File: src/rtl/alu_sched_pkg.sv
// rtl/alu_sched_pkg.sv - shared opcodes, FSM states and widths for alu_sched
package alu_sched_pkg;

    localparam int OPND_W = 4;
    localparam int RES_W  = 8;

    typedef enum logic [2:0] {
        OP_ADD = 3'b000,
        OP_SUB = 3'b001,
        OP_AND = 3'b010,
        OP_OR  = 3'b011,
        OP_MUL = 3'b100,
        OP_SHL = 3'b101,
        OP_ASR = 3'b110,
        OP_XOR = 3'b111
    } op_e;

    typedef enum logic [1:0] {
        ST_IDLE = 2'd0,
        ST_EXEC = 2'd1,
        ST_RESP = 2'd2
    } state_e;

    function automatic logic signed [RES_W-1:0] sext_opnd(input logic signed [OPND_W-1:0] v);
        return RES_W'(v);
    endfunction

endpackage

File: src/rtl/advanced_alu.sv
// rtl/advanced_alu.sv - combinational signed ALU; operands widened to the result width first
module advanced_alu
    import alu_sched_pkg::*;
(
    input  logic signed [OPND_W-1:0] a,
    input  logic signed [OPND_W-1:0] b,
    input  logic        [2:0]        op,
    output logic signed [RES_W-1:0]  y
);

    logic signed [RES_W-1:0] ax;
    logic signed [RES_W-1:0] bx;

    always_comb begin
        ax = sext_opnd(a);
        bx = sext_opnd(b);
        y  = '0;
        case (op)
            OP_ADD:  y = ax + bx;
            OP_SUB:  y = ax - bx;
            OP_AND:  y = ax & bx;
            OP_OR:   y = ax | bx;
            OP_MUL:  y = ax * bx;
            OP_SHL:  y = ax <<< 1;
            OP_ASR:  y = ax >>> 1;
            OP_XOR:  y = ax ^ bx;
            default: y = '0;
        endcase
    end

endmodule

File: src/rtl/alu_sched.sv
// rtl/alu_sched.sv - two-requester round-robin front end for one shared ALU
// ALU_SCHED_STATS_EN adds saturating per-requester completed-operation counters.
module alu_sched
    import alu_sched_pkg::*;
#(
    parameter int CNT_W = 16
) (
    input  logic              clk,
    input  logic              rst_n,
    input  logic [1:0]        req_valid,
    output logic [1:0]        req_ready,
    input  logic signed [3:0] req0_a,
    input  logic signed [3:0] req0_b,
    input  logic [2:0]        req0_op,
    input  logic signed [3:0] req1_a,
    input  logic signed [3:0] req1_b,
    input  logic [2:0]        req1_op,
    output logic              rsp_valid,
    input  logic              rsp_ready,
    output logic              rsp_id,
    output logic signed [7:0] rsp_result,
    output logic              busy
`ifdef ALU_SCHED_STATS_EN
    ,
    output logic [CNT_W-1:0]  op_cnt0,
    output logic [CNT_W-1:0]  op_cnt1
`endif
);

    if (CNT_W < 1) begin : g_bad_cnt_w
        $error("alu_sched: CNT_W must be at least 1");
    end

    state_e                  state_q, state_d;
    logic signed [OPND_W-1:0] a_q, a_d;
    logic signed [OPND_W-1:0] b_q, b_d;
    logic [2:0]              op_q, op_d;
    logic                    id_q, id_d;
    logic                    last_q, last_d;
    logic                    rsp_valid_q, rsp_valid_d;
    logic signed [RES_W-1:0] rsp_result_q, rsp_result_d;
    logic signed [RES_W-1:0] alu_y;
    logic                    grant_id;
    logic                    rsp_hs;

    advanced_alu u_alu (
        .a  (a_q),
        .b  (b_q),
        .op (op_q),
        .y  (alu_y)
    );

    // last_q holds the last-served id; reset value 1 makes requester 0 win the first tie.
    always_comb begin
        grant_id = (req_valid == 2'b11) ? ~last_q : req_valid[1];
        req_ready = 2'b00;
        if (rst_n && state_q == ST_IDLE && req_valid != 2'b00) begin
            req_ready = grant_id ? 2'b10 : 2'b01;
        end
        busy   = rst_n && (state_q != ST_IDLE);
        rsp_hs = (state_q == ST_RESP) && rsp_ready;
    end

    always_comb begin
        state_d      = state_q;
        a_d          = a_q;
        b_d          = b_q;
        op_d         = op_q;
        id_d         = id_q;
        last_d       = last_q;
        rsp_valid_d  = rsp_valid_q;
        rsp_result_d = rsp_result_q;
        case (state_q)
            ST_IDLE: begin
                if (req_valid != 2'b00) begin
                    a_d     = grant_id ? req1_a  : req0_a;
                    b_d     = grant_id ? req1_b  : req0_b;
                    op_d    = grant_id ? req1_op : req0_op;
                    id_d    = grant_id;
                    state_d = ST_EXEC;
                end
            end
            ST_EXEC: begin
                rsp_result_d = alu_y;
                rsp_valid_d  = 1'b1;
                state_d      = ST_RESP;
            end
            ST_RESP: begin
                if (rsp_ready) begin
                    rsp_valid_d = 1'b0;
                    last_d      = id_q;
                    state_d     = ST_IDLE;
                end
            end
            default: state_d = ST_IDLE;
        endcase
    end

    always_ff @(posedge clk) begin
        if (!rst_n) begin
            state_q      <= ST_IDLE;
            a_q          <= '0;
            b_q          <= '0;
            op_q         <= '0;
            id_q         <= 1'b0;
            last_q       <= 1'b1;
            rsp_valid_q  <= 1'b0;
            rsp_result_q <= '0;
        end else begin
            state_q      <= state_d;
            a_q          <= a_d;
            b_q          <= b_d;
            op_q         <= op_d;
            id_q         <= id_d;
            last_q       <= last_d;
            rsp_valid_q  <= rsp_valid_d;
            rsp_result_q <= rsp_result_d;
        end
    end

    assign rsp_valid  = rsp_valid_q;
    assign rsp_id     = id_q;
    assign rsp_result = rsp_result_q;

`ifdef ALU_SCHED_STATS_EN
    logic [CNT_W-1:0] cnt0_q, cnt0_d;
    logic [CNT_W-1:0] cnt1_q, cnt1_d;

    always_comb begin
        cnt0_d = cnt0_q;
        cnt1_d = cnt1_q;
        if (rsp_hs && !id_q && cnt0_q != '1) begin
            cnt0_d = cnt0_q + CNT_W'(1);
        end
        if (rsp_hs && id_q && cnt1_q != '1) begin
            cnt1_d = cnt1_q + CNT_W'(1);
        end
    end

    always_ff @(posedge clk) begin
        if (!rst_n) begin
            cnt0_q <= '0;
            cnt1_q <= '0;
        end else begin
            cnt0_q <= cnt0_d;
            cnt1_q <= cnt1_d;
        end
    end

    assign op_cnt0 = cnt0_q;
    assign op_cnt1 = cnt1_q;
`else
    logic unused_hs;
    assign unused_hs = rsp_hs;
`endif

endmodule

File: config.mk
export PLATFORM = sky130hd
export DESIGN_NAME = alu_sched
export DESIGN_NICKNAME = d
export VERILOG_FILES = /design/src/rtl/alu_sched_pkg.sv /design/src/rtl/advanced_alu.sv /design/src/rtl/alu_sched.sv
export SDC_FILE = /design/constraint.sdc
export NUM_CORES = 1
export LEC_CHECK = 0
export CAP_MARGIN = 10
export CORE_MARGIN = 2
export CORE_UTILIZATION = 55
export DETAILED_ROUTE_END_ITERATION = 12
export DONT_BUFFER_PORTS = 1
export GPL_TIMING_DRIVEN = 0
export PLACE_DENSITY = 0.7
export SLEW_MARGIN = 0
export SYNTH_ARGS = -nofsm -noshare
export SYNTH_HDL_FRONTEND = slang
export SYNTH_SLANG_ARGS = --single-unit
File: constraint.sdc
create_clock -name clk -period 4.1 [get_ports clk]
set_input_delay 0.82 -clock clk [delete_from_list [all_inputs] [get_ports clk]]
set_output_delay 0.82 -clock clk [all_outputs]
set_load 0.02 [all_outputs]
# Word level (Yosys, flattened, before mapping)
# Cells that the tools add are included.
# totals
regBits	24
in_bits	27
out_inout_bits	13
wordCells	51
# op_classes
add_sub_neg	2
multipliers	1
n_eq_ne	12
muxes	12
n_bitwise	4
reduce_logical	12
# op_table
operator	n
$pmux 8 s8	1
$eq 3x3->1 const B	4
$mul 4x4->8	1
$mux 2	4
$mux 4	2
$reduce_and 2->1	4
$eq 3x2->1 const B	2
$pmux 2 s3	1
$reduce_bool 2->1	3
$add 4x4->5	1
$sub 4x4->5	1
$and 4x4->4	1
$eq 2x2->1 const B	2
$or 4x4->4	1
$xor 4x4->4	1
$eq 3x1->1 const B	1
$logic_and 1x1->1	3
$logic_not 3->1	1
$mux 3	1
$eq 2x1->1 const B	1
$logic_not 2->1	1
$mux 1	2
$ne 2x1->1 const B	1
$ne 2x2->1 const B	1
2 further kinds	2

# Depth between registers and ports, before layout
# logic_depth
word_depth	4
ltp_mapped	14
ltp_nobuf	14

# Hierarchy
# A second synthesis with hierarchy kept.
# hier_totals
cells_unflattened	253
hier_area_um2	2200.9
# modules_own_cells
mod	n_inst	cells_each	area_per_inst_um2	seq_area_each_um2
advanced_alu	1	153	1223.7	0.0
alu_sched	1	100	977.2	480.5

# Least setup slack after synthesis
# Ideal clock, no wire load.
# synth_path
path_type	register -> register
from	register a_q[1]
to	register rsp_result_q[7] (netlist: rsp_result[7])
setup_ns	0.067
arrival_ns	3.540
t_required_ns	4.033
path_slack_ns	0.492
stages_incl_launch_ff	13
n_path_buf	0
synth_period_minus_slack_ns	3.608
path_cell_list	dfxtp_1 > nand2_1 > fa_1 > fa_1 > fa_1 > inv_1 > ha_1 > fa_1 > a21o_1 > a21oi_1 > xnor2_1 > mux2_2 > o21ai_2
# synth_via
elab_chain_len	2
elab_cells_between_ends	4
cone_classes	2 x add/sub; 1 x mul; 1 x mux
# synth_rtl
element	line	rtl
from (decl)	alu_sched.sv:35	logic signed [OPND_W-1:0] a_q, a_d;
from (signal assigned)	alu_sched.sv:102	a_q <= '0;
from (signal assigned)	alu_sched.sv:111	a_q <= a_d;
$mul 4x4->8 (tied with other cells)	advanced_alu.sv:23	OP_MUL: y = ax * bx;
$pmux 8 s8 (*)	advanced_alu.sv:18	case (op)
to (signal assigned)	alu_sched.sv:117	rsp_result_q <= rsp_result_d;
to (decl)	alu_sched.sv:41	logic signed [RES_W-1:0] rsp_result_q, rsp_result_d;
# Mark *: on every way between the ends. The rest lies on a longest branch, timed or not.
# A chain may end at the register's enable or synchronous reset.

# Final worst setup path
# layout_path
from	register a_q[0]
to	register rsp_result_q[7] (netlist: rsp_result[7])
# Same word-level chain as after synthesis.

==> impl_metrics.tcl <==
set metrics [dict create \
    synth_area_mm2 0.00215 \
    clk_pin_slew_ns 0.08 \
    root_buffer "clkbuf_8" \
    final_common_cell "inv_1" \
    yosys_warnings 0 \
    htreeDepth 1 \
    clkLatencyLatePin_ns 0.26 \
    powerDensity_mw_per_mm2 309 \
    grt_max_degree 13 \
    cts_tree "yes" \
    nNetsFinal 317 \
    synth_seq_cells 24 \
    antenna_left 0 \
    critical_path_class "reg2reg" \
    drtPass1Iterations 6 \
    setup-tns-final_ns 0 \
    clockBufferDepth 2 \
    num_antenna_cells 0 \
    synth_edf_count 0 \
    final_cell_mix "41 x inv_1, 25 x ha_1, 23 x dfxtp_1" \
    synth.distinct_cells 51 \
    p_leak_nw 1.08 \
    io_buffers 0 \
    cp_common_cell "fa_1" \
    vias 1711 \
    wl_um 4660 \
    die-area_mm2 0.00442 \
    numCtsBuffers 3 \
    maxCapViolCount 0 \
    drive_gt1_frac 0.0913 \
    die_h_um 66.5 \
    critPathRequiredTime_ns 4.29 \
    dp_cells 297 \
    via_per_inst 5.70 \
    wl_per_cell_um 15.5 \
    power.total_uw 695 \
    ys_seq_area_frac 0.224 \
    routabilityCongestion 0.901 \
    crit_chain "inv_1 -> nand2_1 -> fa_1 -> fa_1 -> fa_1 -> inv_1 -> ha_1 -> fa_1 -> a21o_1 -> a21oi_1 -> xnor2_1 -> mux2_2 -> o21ai_2" \
    cp-end-kind "register" \
    reg2reg_setup_slack_ns 0.27 \
    slowest_stage "fa_1" \
    grt_pass1_wl_um 7610 \
    status "finished, final reports clean" \
    ys.flop_type "dfxtp_1" \
    critical_path_arrival_ns 4.03 \
    fin_util 0.605 \
    antenna_found_initial 0 \
    drtIter0Drc 124 \
    gr-total-overflow 0 \
    relSlewSlack 0.578 \
    hp-class "reg2reg" \
    hold_viol 0 \
    final-setup-viol-count 0 \
    syn_area_per_cell_um2 8.62 \
    track_usage 0.224 \
    ir_drop_uv 284 \
    io_pins 40 \
    grt_pass1_vias 1602 \
    fmax_ghz 0.261 \
    dp_hpwl_um 3770 \
    layout_min_cycle_time_ns 3.83 \
    syn_nets 312 \
    rsz0062_at_grt "no" \
    startpoint_type "register" \
    fillers 358 \
    multi_input_area_mm2 0.00146 \
    initial_utilization 0.578 \
    drc 0 \
    fin_skew_ns 0.00512 \
    slowest_delay_ns 0.57 \
    fp.coreArea_mm2 0.00372 \
    async_reset_ff_frac 0 \
    drv_slew 0 \
    cts.sinks 24 \
    fp.dieW_um 66.5 \
    tightest_slew_ns 0.633 \
    cts_setup_buffers 0 \
    num_rows 22 \
    regArea_um2 482 \
    period_share 0.935 \
    path_max_fanout 5 \
    synthCells 249 \
    area_growth_pct 4.78 \
    final_cells 300 \
]
==> cell usage after synthesis (all sizes together), types with 5 or more instances <==
cell type | number | area, um^2
a222oi | 11 | 110
o21ai | 8 | 43.8
a21oi | 17 | 96.4
xnor2 | 6 | 52.6
nor2 | 18 | 67.6
buf | 7 | 40.0
inv | 42 | 158
a21o | 6 | 45.0
nand2 | 17 | 63.8
mux2i | 5 | 50.1
fa | 11 | 220
dfxtp | 24 | 480
ha | 25 | 313
==> logic make-up (layout without fill, tap and decap cells) <==
logic type	after synthesis	in the layout	synth area share
flops	24	24	0.224
buf+inv	52	55	0.0973
compound gates	63	63	0.224
xor+xnor	9	9	0.0367
simple gates	58	58	0.135
mux	7	7	0.0355
fa+ha+maj	36	36	0.248
==> flip-flops by register name, summed over array words and instances (netlist names) <==
signal      flops
rsp_result      8
a_q             4
b_q             4
op_q            3
state_q         2
last_q          1
rsp_id          1
rsp_valid       1
==> metal layers <==
metal  GRT usage  vias up  share of wire
met5           0        -              0
li1            -      870              -
met3      0.0405       10          0.045
met4      0.0357        0          0.013
met1       0.304      784           0.45
met2       0.378       47           0.49
==> path summary, 6_finish.rpt <==
path / startpoint / endpoint / cells past startpoint
max reg2reg: a_q[0] / rsp_result[7] / 13
min: last_q / last_q / 2
min reg2reg: last_q / last_q / 2
max: a_q[0] / rsp_result[7] / 13
==> where the power goes <==
| part | total, mW | switching [mW] | internal [mW] | leakage [nW] |
|---|---|---|---|---|
| clock | 0.132 | 0.0665 | 0.0654 | 0.0216 |
| combinational | 0.262 | 0.151 | 0.111 | 0.858 |
| sequential | 0.301 | 0.0428 | 0.258 | 0.198 |
==> through the flow <==
step                hold slack (ns)  instance area [um^2]  setup slack, ns
floorplan                     0.444                  2150            0.492
global placement              0.469                  2210            0.242
detailed placement            0.480                  2210            0.196
CTS                           0.500                  2250            0.162
global route                  0.536                  2250           0.0590
finish                        0.504                  2250            0.267
==> final cells by class <==
type                       count  share of cell area
buffer                        10              0.0228
tap                           48              0.0267
multi-input combinational    173               0.648
clock buffer                   3              0.0184
sequential                    24               0.214
inverter                      42              0.0701
==> timing repair <==
action / in CTS / in global routing
endpoints found under the setup margin: 0 / 1
hold endpoints to repair: 0 / 0
hold buffers: 0 / 0
gates resized for setup: 0 / 1
==> critical path, delay by kind of cell (launching register included) <==
kind	cells	cell delay (ns)
AOI/OAI and AO/OA	3	0.45
adders and majority gates	5	2.16
and+or+nand+nor	1	0.11
buffers and inverters	2	0.19
xor gates and xnor gates	1	0.15
DFF	1	0.35
muxes	1	0.36
(Power assumes the default switching activity.)
